===== config.mk =====
export PLATFORM = sky130hd
export DESIGN_NAME = xbar_switch
export DESIGN_NICKNAME = d
export VERILOG_FILES = /design/src/rtl/xbar_switch.sv
export SDC_FILE = /design/constraint.sdc
export NUM_CORES = 1
export LEC_CHECK = 0
export BUFFER_PORTS_ARGS = -buffer_cell sky130_fd_sc_hd__buf_4
export CORE_UTILIZATION = 48
export DETAILED_ROUTE_END_ITERATION = 8
export GPL_TIMING_DRIVEN = 1
export PLACE_DENSITY = 0.77
export SYNTH_ARGS = -nofsm -noshare
export SYNTH_HDL_FRONTEND = slang
export SYNTH_SLANG_ARGS = --single-unit

===== constraint.sdc =====
create_clock -name CLK -period 2.1 [get_ports CLK]
set_input_delay 0.42 -clock CLK [delete_from_list [all_inputs] [get_ports CLK]]
set_output_delay 0.42 -clock CLK [all_outputs]
set_load 0.02 [all_outputs]

===== src/rtl/xbar_switch.sv =====
// xbar_switch: NP x NP registered crossbar with per-output round-robin
// arbitration and a one-entry output slot per output port.
//
// Ports:
//   CLK        clock, rising edge
//   RST_N      asynchronous active-low reset
//   IN_DATA    NP*WL  input words, port i at [i*WL +: WL]
//   IN_DEST    NP*SW  destination output per input, port i at [i*SW +: SW]
//   IN_VALID   NP     input word valid
//   IN_READY   NP     input word accepted this cycle (combinational)
//   OUT_DATA   NP*WL  output words, same packing as IN_DATA
//   OUT_SRC    NP*SW  input index that supplied each output word
//   OUT_VALID  NP     output slot valid
//   OUT_READY  NP     consumer accepts the output word
module xbar_switch #(
  parameter int WL = 16,
  parameter int NP = 4
) (
  input  logic                       CLK,
  input  logic                       RST_N,
  input  logic [NP*WL-1:0]           IN_DATA,
  input  logic [NP*$clog2(NP)-1:0]   IN_DEST,
  input  logic [NP-1:0]              IN_VALID,
  output logic [NP-1:0]              IN_READY,
  output logic [NP*WL-1:0]           OUT_DATA,
  output logic [NP*$clog2(NP)-1:0]   OUT_SRC,
  output logic [NP-1:0]              OUT_VALID,
  input  logic [NP-1:0]              OUT_READY
);

  localparam int SW = $clog2(NP);

  logic [SW-1:0] ptr     [NP];
  logic [WL-1:0] data_q  [NP];
  logic [SW-1:0] src_q   [NP];
  logic [NP-1:0] valid_q;

  logic [NP-1:0] can_load;
  logic [NP-1:0] gnt_any;
  logic [SW-1:0] gnt_idx [NP];

  // Arbitration: for each output, scan inputs starting at its pointer.
  // NP is a power of two, so SW-bit addition wraps modulo NP for free.
  always_comb begin
    logic          found;
    logic [SW-1:0] idx;
    logic [SW-1:0] win;
    for (int unsigned j = 0; j < NP; j++) begin
      can_load[j] = !valid_q[j] || OUT_READY[j];
      found = 1'b0;
      win   = '0;
      for (int unsigned k = 0; k < NP; k++) begin
        idx = ptr[j] + SW'(k);
        if (!found && IN_VALID[idx] && (IN_DEST[idx*SW +: SW] == SW'(j))) begin
          found = 1'b1;
          win   = idx;
        end
      end
      gnt_any[j] = found && can_load[j];
      gnt_idx[j] = win;
    end
  end

  // An input is ready only when the output it targets grants it; gated by
  // reset so no acceptance can be reported while the slots are cleared.
  always_comb begin
    logic [SW-1:0] d;
    for (int unsigned i = 0; i < NP; i++) begin
      d           = IN_DEST[i*SW +: SW];
      IN_READY[i] = RST_N && IN_VALID[i] && gnt_any[d] && (gnt_idx[d] == SW'(i));
    end
  end

  always_ff @(posedge CLK or negedge RST_N) begin
    if (!RST_N) begin
      valid_q <= '0;
      for (int unsigned j = 0; j < NP; j++) begin
        ptr[j]    <= '0;
        data_q[j] <= '0;
        src_q[j]  <= '0;
      end
    end else begin
      for (int unsigned j = 0; j < NP; j++) begin
        if (gnt_any[j]) begin
          data_q[j]  <= IN_DATA[gnt_idx[j]*WL +: WL];
          src_q[j]   <= gnt_idx[j];
          valid_q[j] <= 1'b1;
          ptr[j]     <= gnt_idx[j] + SW'(1);
        end else if (OUT_READY[j]) begin
          valid_q[j] <= 1'b0;
        end
      end
    end
  end

  always_comb begin
    for (int unsigned j = 0; j < NP; j++) begin
      OUT_DATA[j*WL +: WL] = data_q[j];
      OUT_SRC[j*SW +: SW]  = src_q[j];
    end
    OUT_VALID = valid_q;
  end

endmodule


### Word level (Yosys, flattened, before mapping)

Cells that the tools add are included.

| word-level totals | value |
|---|---|
| register bits after elaboration | 84 |
| input bits | 82 |
| output and inout port bits | 80 |
| logic and storage cells | 260 |

| operators by class | value |
|---|---|
| $add $sub $neg | 16 |
| magnitude comparators | 24 |
| eq/ne operators | 15 |
| shift operators | 20 |
| muxes and demuxes | 92 |
| bitwise operators | 4 |
| reductions and logical operators | 73 |

Operator list:

| cell | number |
|---|---|
| 64-bit by 7-bit indexed part select with 16-bit output | 4 |
| 8-bit by 4-bit indexed part select with 2-bit output | 16 |
| 2-bit by 3-bit less-than comparator with 1-bit output (second input constant) | 20 |
| 2-bit 2-to-1 mux | 24 |
| 1-bit logical AND | 44 |
| 1-bit 2-to-1 mux | 44 |
| 1-bit binary-select mux with 2-bit select | 20 |
| 2-bit equality test (second input constant) | 10 |
| 2-bit by 1-bit adder with 2-bit output (second input constant) | 8 |
| 2-bit adder (second input constant) | 8 |
| 2-bit binary-select mux with 2-bit select | 4 |
| 1-bit zero test | 16 |
| 3-bit >= comparator (second input constant) | 4 |
| 2-bit NOT with 3-bit output | 4 |
| 2-bit by 1-bit equality test with 1-bit output (second input constant) | 5 |
| 2-bit zero test | 5 |
| 2-bit nonzero test | 4 |
| 1-bit logical OR | 4 |

### Depth between registers and ports, before layout

Gate-level depths: netlist (run 1).

| depth | value |
|---|---|
| depth after elaboration | 21 |
| depth in mapped cells | 9 |
| mapped depth without buffers | 5 |

### Worst setup path after synthesis (run 1)

Ideal clock, no wire load.

| path | value |
|---|---|
| kind | input port to output port |
| start | in IN_VALID[2] |
| end | out IN_READY[3] |
| arrival | 2092 ps |
| required time | 1680 ps |
| slack | -412 ps |
| stages on the path | 6 |
| buffers on the path | 1 |
| cells stage by stage | buf_2 > and3_1 > o41ai_2 > nor4_2 > o2bb2a_1 > a211oi_1 |

| between the ends | value |
|---|---|
| cells in the longest elaborated chain, start to end | 21 |
| elaborated cells on any way between the ends | 116 |
| classes of those cells | eq/ne: 1; mux: 69; reduce/logical: 46 |

RTL lines:

| what | RTL line | source |
|---|---|---|
| from (decl) | 23 | `input logic [NP-1:0] IN_VALID,` |
| 1-bit binary-select mux with 2-bit select | 54 | `if (!found && IN_VALID[idx] && (IN_DEST[idx*SW +: SW] == SW'(j))) begin` |
| 1-bit 2-to-1 mux (implied by the code) | 54 |  |
| 1-bit logical AND | 54 |  |
| 1-bit 2-to-1 mux | 54 |  |
| 1-bit zero test | 54 |  |
| 1-bit logical AND (2 in series) | 54 |  |
| 1-bit 2-to-1 mux | 54 |  |
| 1-bit zero test | 54 |  |
| (+3 left out) | - |  |
| 1-bit zero test | 54 |  |
| 1-bit logical AND (2 in series) | 54 |  |
| 2-bit 2-to-1 mux / 1-bit 2-to-1 mux (equally long branches) | 54 |  |
| 2-bit binary-select mux with 2-bit select / 1-bit logical AND (equally long branches) | 70, 59 |  |
| 2-bit 2-to-1 mux (implied by the code) / 1-bit binary-select mux with 2-bit select (equally long branches) | 70 | `IN_READY[i] = RST_N && IN_VALID[i] && gnt_any[d] && (gnt_idx[d] == SW'(i));` |
| 2-bit 2-to-1 mux (implied by the code) / 1-bit 2-to-1 mux (equally long branches) | 70 |  |
| 2-bit equality test / 1-bit logical AND (equally long branches) | 70 |  |
| 1-bit logical AND * | 70 |  |
| to (decl) | 24 | `output logic [NP-1:0] IN_READY,` |

Every way passes the cells marked *; elsewhere a longest branch is shown, timed or not. The select of a mux whose other input is x is not followed.

### Worst setup path after layout (run 1)

| path | value |
|---|---|
| start | in IN_DEST[0] |
| end | out IN_READY[1] |

| between the ends | value |
|---|---|
| cells in the longest elaborated chain, start to end | 21 |
| elaborated cells on any way between the ends | 116 |
| classes of those cells | eq/ne: 13; shift: 16; mux: 37; reduce/logical: 50 |

RTL lines:

| what | RTL line | source |
|---|---|---|
| from (decl) | 22 | `input logic [NP*$clog2(NP)-1:0] IN_DEST,` |
| 8-bit by 4-bit indexed part select with 2-bit output | 54 |  |
| 2-bit equality test (tied with other cells) | 54 |  |
| 1-bit logical AND | 54 |  |
| 1-bit 2-to-1 mux | 54 |  |
| 1-bit zero test | 54 |  |
| 1-bit logical AND (2 in series) | 54 |  |
| 1-bit 2-to-1 mux | 54 |  |
| 1-bit zero test | 54 |  |
| (+3 left out) | - |  |
| 1-bit zero test | 54 |  |
| 1-bit logical AND (2 in series) | 54 |  |
| 2-bit 2-to-1 mux / 1-bit 2-to-1 mux (equally long branches) | 54 |  |
| 2-bit binary-select mux with 2-bit select / 1-bit logical AND (equally long branches) | 70, 59 |  |
| 2-bit 2-to-1 mux (implied by the code) / 1-bit binary-select mux with 2-bit select (equally long branches) | 70 |  |
| 2-bit 2-to-1 mux (implied by the code) / 1-bit 2-to-1 mux (equally long branches) | 70 |  |
| 2-bit by 1-bit equality test with 1-bit output / 1-bit logical AND (equally long branches) | 70 |  |
| 1-bit logical AND * | 70 |  |

Marks and branches as above.

==> flow_metrics.py, run 1 <==
metrics = {
    "power": {
        "comb_power_share_pct": 44.3,
        "pwr-share-clk_pct": 21.8,
        "p_int_mw": 4.21,
        "swShare_pct": 38.6,
        "seqPwrFrac_pct": 33.9,
        "p_leak_nw": 3.84,
        "power.switching_mw": 2.64,
        "ir_drop_uv": 425,
        "power_density_nw_per_um2": 804,
    },
    "floorplanning": {
        "start_util_pct": 49.3,
        "die_y_um": 113,
        "ios": 162,
        "core_region_area_um2": 12100,
        "dieArea_um2": 12800,
        "die_w_um": 113,
        "num_rows": 40,
    },
    "yosys": {
        "synth.cell_area_um2": 5940,
        "synthArstFlopShare_pct": 100,
        "ys_warn_count": 0,
        "synth_top_flop_cell": "dfrtp_1",
        "ys_ff_latch": 84,
        "synthDistinctLibCells": 67,
        "synth-edff-count": 0,
        "post-synth-top-area-cell": "dfrtp_1",
        "synth_area_leaders": "dfrtp_1 (35%), mux2i_1 (19%), o221ai_1 (7.1%)",
        "synth_top_area_share_pct": 35.4,
        "ys_seq_area_share_pct": 35.4,
        "synthCells": 581,
        "syn_area_per_cell_um2": 10.2,
        "synth_nets": 663,
    },
    "cells_and_area": {
        "antennaDiodeCount": 0,
        "syn_to_final_growth_pct": 43.5,
        "final_util_pct": 70.7,
        "drive_above_1_share_pct": 43.6,
        "layoutNonFillerInstCount": 982,
        "final_nets": 891,
        "mostFrequentLayoutCells": "buf_4 (251), mux2i_1 (112), nand2_1 (86)",
        "design_area_um2": 8530,
        "layout_commonest_cell": "buf_4",
    },
    "clocking": {
        "clock-root-buffer": "clkbuf_16",
        "path_clk_slew_ps": 60,
        "htreeDepth": 3,
        "clock_path_buffers": 2,
        "tritoncts": "done",
        "clk_latency_ps": 350,
        "hold_buffers": 0,
        "clkSinkCount": 84,
        "numCtsBuffers": 9,
    },
    "sta": {
        "finalClockSkew_ps": 7.80,
        "relSlewSlack_pct": 54.3,
        "setup_viol": 4,
        "final_max_slew_viol_count": 0,
        "fin_ws_ps": -440,
        "rsz0062_at_grt": "yes",
        "tightestPinTransition_ps": 685,
        "finalHoldViolCount": 0,
        "max_freq_mhz": 394,
        "period_needed_ps": 2540,
        "fin_crit_sh_pct": 121,
        "whs_ps": 192,
    },
    "drt": {
        "routed_wl_um": 22000,
        "vias_per_cell": 6.26,
        "antenna_left": 0,
        "drtIter0Drc": 576,
        "dr.pass1.iters": 7,
        "drc": 0,
        "wl_per_cell_um": 22.4,
        "via_count": 6149,
    },
    "outcome": {
        "violations": "setup timing",
        "outcome": "finished, violations left",
    },
    "place": {
        "hpwl_um": 14300,
        "placed_cell_area_um2": 7810,
        "io_buffers": 161,
        "place.gp.congestion": 0.910,
        "dp.cells": 945,
    },
    "worst_setup_path": {
        "endpoint": "IN_READY[1]",
        "rr_endpoint": "OUT_DATA[53]$_DFFE_PN0N_",
        "r2r-start": "ptr[1]$_DFFE_PN0N_",
        "path_class": "input pin to output pin",
        "crit_arrival_ps": 2120,
        "crit_required_ps": 1680,
        "critPathLaunch": "IN_DEST[0]",
        "crit_path_end_kind": "output pin",
        "worstPathMaxFanout": 14,
        "rr_worst_depth": 6,
        "cp-start-kind": "input pin",
        "reg2reg_slack_ps": 80,
    },
    "grt": {
        "antenna_found_initial": 0,
        "grt_first_pass_wirelength_um": 33100,
        "overflow": 0,
        "grt_max_degree": 51,
        "grt_usage_pct": 33.5,
        "grt_pass1_vias": 6225,
    },
    "run": {
        "cap_violations": 0,
    },
    "hold_path": {
        "worst_hold_path_type": "input pin to asynchronous set/reset pin",
    },
}
synth_stat cells (all sizes together) (2+ instances only):
cell type	number
a211oi	3
a21o	5
a21oi	12
a221oi	2
a31o	2
and3	4
and3b	9
and4	16
and4b	4
buf	37
clkbuf	15
dfrtp	84
inv	5
mux2i	112
nand2	86
nand2b	6
nand3	2
nand3b	4
nand4	2
nand4b	4
nor2	2
nor3	4
nor3b	5
nor4	6
nor4b	2
nor4bb	3
o211ai	17
o21ai	28
o221ai	48
o22a	2
o22ai	2
o31a	16
o31ai	2
o32ai	2
o41ai	4
or2	3
or3	3
xnor2	4
per-layer routing:
layer	global-route usage, %	wire length [um]
met5	0	0
met2	57.1	10700
met3	6.86	1690
met4	12.5	806
met1	41.8	8830
flip-flops by register name (all words and copies together), names as in the netlist:
name       cells
OUT_DATA      64
OUT_SRC        8
OUT_VALID      4
ptr            8
how the worst min path moves through the flow:
stage                                       from                        to  cells past startpoint
after floorplan                            RST_N   OUT_DATA[0]$_DFFE_PN0N_                      0
after global placement    OUT_SRC[6]$_DFFE_PN0N_    OUT_SRC[6]$_DFFE_PN0N_                      2
after detailed placement  OUT_SRC[2]$_DFFE_PN0N_    OUT_SRC[2]$_DFFE_PN0N_                      2
after CTS                                  RST_N  OUT_DATA[25]$_DFFE_PN0N_                      2
after global routing                       RST_N   OUT_DATA[6]$_DFFE_PN0N_                      2
final                                      RST_N  OUT_DATA[50]$_DFFE_PN0N_                      2
power by group through the flow:
stage / Clock (mW) / Combinational, mW / Sequential [mW]
after floorplan: 0 / 1.10 / 2.75
after global placement: 0 / 2.79 / 2.31
after detailed placement: 0 / 2.86 / 2.32
after CTS: 1.50 / 2.93 / 2.30
after global routing: 1.56 / 3.22 / 2.36
final: 1.49 / 3.04 / 2.32
metrics by stage:
| stage | TNS, ps | total power [mW] | setup WS (ps) |
|---|---|---|---|
| after floorplan | -984 | 3.85 | -370 |
| after global placement | -13120 | 5.10 | -421 |
| after detailed placement | -15480 | 5.18 | -446 |
| after CTS | -1580 | 6.73 | -445 |
| after global routing | -1980 | 7.14 | -493 |
| final | -1690 | 6.86 | -440 |
cell type report:
class	instances	area [um^2]
Clock buffer	10	229
Clock inverter	6	41.3
Fill cell	914	3540
Inverter	5	18.8
Multi-Input combinational cell	440	3770
Sequential cell	84	2110
Tap cell	168	210
Timing Repair Buffer	269	2150
cells by family (layout without fill, tap and decap cells):
family	Yosys count	after routing	synth area share [%]
mux	112	112	18.9
buf+inv	57	290	6.13
simple gates	169	169	17.0
flops	84	84	35.4
xor+xnor	4	4	0.590
compound gates	155	155	22.0
worst max-delay path, cell delays in order:
cell      delay, ps
buf_4           200
and3b_2         260
o41ai_4         340
and4b_2         300
a221oi_2        390
a311oi_4         60
buf_6           140
repair_timing:
item / in CTS / in global routing
endpoints found under the setup margin: 4 / 53
gates resized for setup: 25 / 28
cloned: 0 / 3
buffers inserted: 8 / 11
pin swaps: 9 / 18
(Power assumes the default switching activity.)
==> inputs of run 2 (changes only) <==
RECOVER_POWER = 50   (was default)
==> flow_metrics.py, run 2 (same netlist as run 1, synthesis figures left out) <==
metrics = {
    "drt": {
        "dr.pass1.iters": 5,
        "antenna_left": 0,
        "drtIter0Drc": 581,
        "via_count": 6126,
        "wl_per_cell_um": 22.4,
        "routed_wl_um": 22000,
        "vias_per_cell": 6.24,
        "drc": 0,
    },
    "worst_setup_path": {
        "crit_arrival_ps": 2120,
        "crit_required_ps": 1680,
        "rr_endpoint": "OUT_DATA[55]$_DFFE_PN0N_",
        "worstPathMaxFanout": 14,
        "reg2reg_slack_ps": 90,
        "cp-start-kind": "input pin",
        "rr_worst_depth": 6,
        "endpoint": "IN_READY[1]",
        "path_class": "input pin to output pin",
        "r2r-start": "ptr[1]$_DFFE_PN0N_",
        "critPathLaunch": "IN_DEST[0]",
        "crit_path_end_kind": "output pin",
    },
    "clocking": {
        "tritoncts": "done",
        "htreeDepth": 3,
        "hold_buffers": 0,
        "clkSinkCount": 84,
        "clock_path_buffers": 2,
        "clk_latency_ps": 340,
        "clock-root-buffer": "clkbuf_16",
        "numCtsBuffers": 9,
        "path_clk_slew_ps": 60,
    },
    "sta": {
        "finalHoldViolCount": 0,
        "setup_viol": 4,
        "tightestPinTransition_ps": 1320,
        "rsz0062_at_grt": "yes",
        "fin_ws_ps": -439,
        "period_needed_ps": 2540,
        "final_max_slew_viol_count": 0,
        "whs_ps": 395,
        "max_freq_mhz": 394,
        "finalClockSkew_ps": 6.98,
        "fin_crit_sh_pct": 121,
        "relSlewSlack_pct": 11.8,
    },
    "floorplanning": {
        "ios": 162,
        "die_w_um": 113,
        "dieArea_um2": 12800,
        "num_rows": 40,
        "core_region_area_um2": 12100,
        "start_util_pct": 49.3,
        "die_y_um": 113,
    },
    "cells_and_area": {
        "final_nets": 891,
        "layout_commonest_cell": "buf_4",
        "largest_register_ff_count": 64,
        "mostFrequentLayoutCells": "buf_4 (212), mux2i_1 (112), nand2_1 (86)",
        "drive_above_1_share_pct": 39.1,
        "syn_to_final_growth_pct": 41.1,
        "antennaDiodeCount": 0,
    },
    "power": {
        "ir_drop_uv": 422,
        "finalPower_mw": 6.71,
        "p_leak_nw": 3.70,
        "power_density_nw_per_um2": 800,
    },
    "place": {
        "place.gp.congestion": 0.910,
        "dpl_worst_slack_ps": -446,
        "io_buffers": 161,
        "hpwl_um": 14300,
    },
    "outcome": {
        "violations": "setup timing",
        "outcome": "finished, violations left",
    },
    "grt": {
        "grt_pass1_vias": 6225,
        "grt_usage_pct": 33.5,
        "grt_first_pass_wirelength_um": 33100,
        "grt_max_degree": 51,
        "top_usage_layer": "met2",
        "overflow": 0,
        "use_met2_pct": 57.1,
        "grtUsageMet1_pct": 41.8,
        "antenna_found_initial": 0,
        "use_met3_pct": 6.86,
    },
    "run": {
        "cap_violations": 0,
    },
    "hold_path": {
        "worst_hold_path_type": "input pin to register",
    },
}
[run 2: through the flow]
step                setup TNS (ps)  instance area [um^2]  utilization, %  instances
global placement            -13120                  7810            64.8        945
floorplan                     -984                  6040               -        581
global route                 -1990                  8380            69.5        982
detailed placement          -15480                  7810            64.8        945
finish                       -1670                  8380            69.5        982
CTS                          -1580                  8250            68.4        969
[run 2: power by group]
group	total, mW	switching [mW]	leakage [nW]	internal, mW
sequential	2.32	0.286	1.03	2.03
clock	1.48	0.683	0.136	0.802
combinational	2.90	1.66	2.54	1.24
[run 2: worst min path at each step]
stage                            from                       end  slack [ps]  cells past startpoint
2_1_floorplan                   RST_N   OUT_DATA[0]$_DFFE_PN0N_         120                      0
3_3_place_gp   OUT_SRC[6]$_DFFE_PN0N_    OUT_SRC[6]$_DFFE_PN0N_         460                      2
3_5_place_dp   OUT_SRC[2]$_DFFE_PN0N_    OUT_SRC[2]$_DFFE_PN0N_         460                      2
4_1_cts                         RST_N  OUT_DATA[25]$_DFFE_PN0N_         200                      2
5_1_grt                  OUT_READY[3]  OUT_VALID[3]$_DFFE_PN0P_         400                      3
6_report                 OUT_READY[3]  OUT_VALID[3]$_DFFE_PN0P_         390                      3
[run 2: repair_timing]
item,4_1_cts,5_1_grt
endpoints found under the setup margin,4,53
gates resized for setup,25,28
pin swaps,9,18
buffers inserted,8,11
gates cloned,0,3
[run 2: cell type report]
type | instances | area, um^2
repair buffers | 269 | 2010
multi-input cells | 440 | 3770
fillers | 954 | 3680
flip-flops and latches | 84 | 2110
inverters | 5 | 18.8
clock buffers | 10 | 229
well taps | 168 | 210
clock inverters | 6 | 41.3
[run 2: layer usage]
metal  share of wire (%)  up-vias
met2                  49      304
li1                    -     2711
met3                 8.1       60
met4                 3.4        0
met5                   0        -
met1                  39     3051
[run 2: worst max-delay path, stage by stage]
cell and delay [ps]:
buf_4 200, and3b_2 260, o41ai_4 340, and4b_2 300, a221oi_2 390, a311oi_4 60, buf_6 140
==> inputs of run 3 (changes only) <==
ABC_AREA = 1   (was default)
CORE_UTILIZATION = 50   (was 48)
PLACE_DENSITY = 0.78   (was 0.77)
==> flow_metrics.py, run 3 <==
metrics = {
    "cells_and_area": {
        "largest_register_ff_count": 64,
        "layout_commonest_cell": "nand2_1",
        "mostFrequentLayoutCells": "nand2_1 (354), buf_4 (226), nand3_1 (154)",
        "syn_to_final_growth_pct": 64.2,
        "final_nets": 1449,
        "drive_above_1_share_pct": 45.5,
        "layoutNonFillerInstCount": 1549,
    },
    "sta": {
        "period_needed_ps": 2930,
        "setup_viol": 73,
        "relSlewSlack_pct": 22.2,
        "final_max_slew_viol_count": 0,
        "rsz0062_at_grt": "yes",
        "whs_ps": 257,
        "finalSetupTns_ps": -14500,
        "max_freq_mhz": 341,
        "finalClockSkew_ps": 16.1,
        "finalHoldViolCount": 0,
        "fin_crit_sh_pct": 140,
        "tightestPinTransition_ps": 1170,
        "fin_ws_ps": -831,
    },
    "hold_path": {
        "worst_hold_path_type": "input pin to register",
        "min_path_cells": 2,
        "hold_start": "OUT_READY[1]",
    },
    "drt": {
        "dr.pass1.iters": 6,
        "routed_wl_um": 32900,
        "via_count": 9691,
        "vias_per_cell": 6.26,
        "antenna_left": 0,
        "drtIter0Drc": 1706,
        "wl_per_cell_um": 21.3,
        "drc": 0,
    },
    "yosys": {
        "synthDistinctLibCells": 31,
        "synth_common_cells": "nand2_1 (469), nand3_1 (224), dfrtp_1 (84)",
        "post-synth-top-area-cell": "dfrtp_1",
        "synthCells": 1127,
        "ys_seq_area_share_pct": 30.6,
        "synth_area_leaders": "dfrtp_1 (31%), nand2_1 (26%), nand3_1 (16%)",
        "synth_top_area_share_pct": 30.6,
        "synth_nets": 1209,
        "yosysMostFrequentCell": "nand2_1",
        "syn_area_per_cell_um2": 6.09,
        "synth-edff-count": 0,
        "synthArstFlopShare_pct": 100,
        "synth_top_flop_cell": "dfrtp_1",
        "ys_warn_count": 0,
        "ys_ff_latch": 84,
        "synth.cell_area_um2": 6860,
    },
    "worst_setup_path": {
        "cp-start-kind": "register",
        "crit_required_ps": 1680,
        "worstPathMaxFanout": 6,
        "critPathMaxStageDelay_ps": 500,
        "critPathSlowestCell": "dfrtp_2",
        "crit_path_end_kind": "output pin",
        "cp_top_family": "simple AND/OR/NAND/NOR gates",
        "crit_arrival_ps": 2510,
        "critPathLaunch": "ptr[0]$_DFFE_PN0N_",
        "path_cells": "inv_4 > nand4_1 > nand2_4 > nand2_1 > o21ai_1 > nor2_1 > o21ai_2 > nand2_4 > inv_2 > nand2_2 > nand2_2 > nand3_2 > nor2_4 > buf_6",
        "rr_worst_depth": 13,
        "r2r-start": "ptr[0]$_DFFE_PN0N_",
        "path_class": "register to output pin",
        "cp_num_buf_inv": 3,
        "path_depth": 14,
    },
    "floorplanning": {
        "dieArea_um2": 14200,
        "ios": 162,
        "die_w_um": 119,
        "num_rows": 42,
        "start_util_pct": 51.6,
        "die_y_um": 119,
        "core_region_area_um2": 13300,
    },
    "clocking": {
        "clk_latency_ps": 360,
        "clock-root-buffer": "clkbuf_16",
        "numCtsBuffers": 9,
        "hold_buffers": 0,
        "htreeDepth": 3,
        "path_clk_slew_ps": 60,
        "clock_path_buffers": 2,
        "clkSinkCount": 84,
        "tritoncts": "done",
    },
    "outcome": {
        "outcome": "finished, violations left",
        "violations": "setup timing",
    },
    "place": {
        "dpl_worst_slack_ps": -422,
        "dp.cells": 1484,
        "place.gp.congestion": 1.03,
        "hpwl_um": 18300,
        "io_buffers": 161,
    },
    "grt": {
        "grt_usage_pct": 36.8,
        "overflow": 0,
        "grt_max_degree": 85,
        "antenna_found_initial": 1,
        "grt_pass1_vias": 7646,
        "grt_first_pass_wirelength_um": 40900,
    },
    "run": {
        "cap_violations": 0,
    },
}
==> run 3: final timing paths <==
kind,to,slack [ps]
setup / recovery,IN_READY[1],-830
hold / removal,OUT_VALID[1]$_DFFE_PN0P_,260
setup reg to reg,OUT_DATA[50]$_DFFE_PN0N_,-400
hold reg to reg,OUT_DATA[40]$_DFFE_PN0N_,480
max in group asynchronous,ptr[4]$_DFFE_PN0N_,430
min in group asynchronous,OUT_DATA[8]$_DFFE_PN0N_,790
==> run 3: worst register-to-register path: cells and delay by family (launching register included) <==
kind,cells,cell delay (ps)
DFF,1,500
and+or+nand+nor,7,960
AOI/OAI and AO/OA,3,510
buffers and inverters,3,460
==> run 3: repair_timing <==
action	CTS	global route
pin swaps	29	102
setup endpoints to repair	58	75
gates resized for setup	157	302
cloned	8	12
hold endpoints to repair	0	0
buffers inserted	18	25
==> run 3: area by class of cell <==
type,count,area [um^2]
clock buffer,12,246
multi-input combinational,885,5420
tap,176,220
timing repair buffer,291,2770
inverter,94,417
antenna,1,2.50
timing repair inverter,2,26.3
clock inverter,4,50.0
sequential,84,2110
fill,757,2030
==> run 3: cell families (layout without fill, tap and decap cells) <==
family | after synthesis | after routing | synth area share (%)
other cells | 0 | 1 | 0
compound gates | 113 | 113 | 9.21
flops | 84 | 84 | 30.6
buf+inv | 158 | 403 | 11.4
xor+xnor | 2 | 2 | 0.255
simple gates | 770 | 770 | 48.5
==> run 3: layer usage <==
layer  vias up  track usage (%)  wire [um]  part of all wire [%]
li1       4130                -          -                     -
met1      4480             55.2      12400                    38
met2       874             52.2      14200                    43
met3       207             7.81       4240                    13
met4         0             11.8       2100                   6.4
met5         -                0          0                     0
==> run 3: through the flow <==
stage / util (%) / instance area, um^2
CTS: 73.6 / 9790
global placement: 65.4 / 8700
finish: 84.7 / 11300
floorplan: - / 7040
detailed placement: 65.4 / 8700
global route: 84.7 / 11300
Power of run 3 is not shown: default switching activity piles up to over one toggle a cycle in this logic, so the estimate is an artifact.
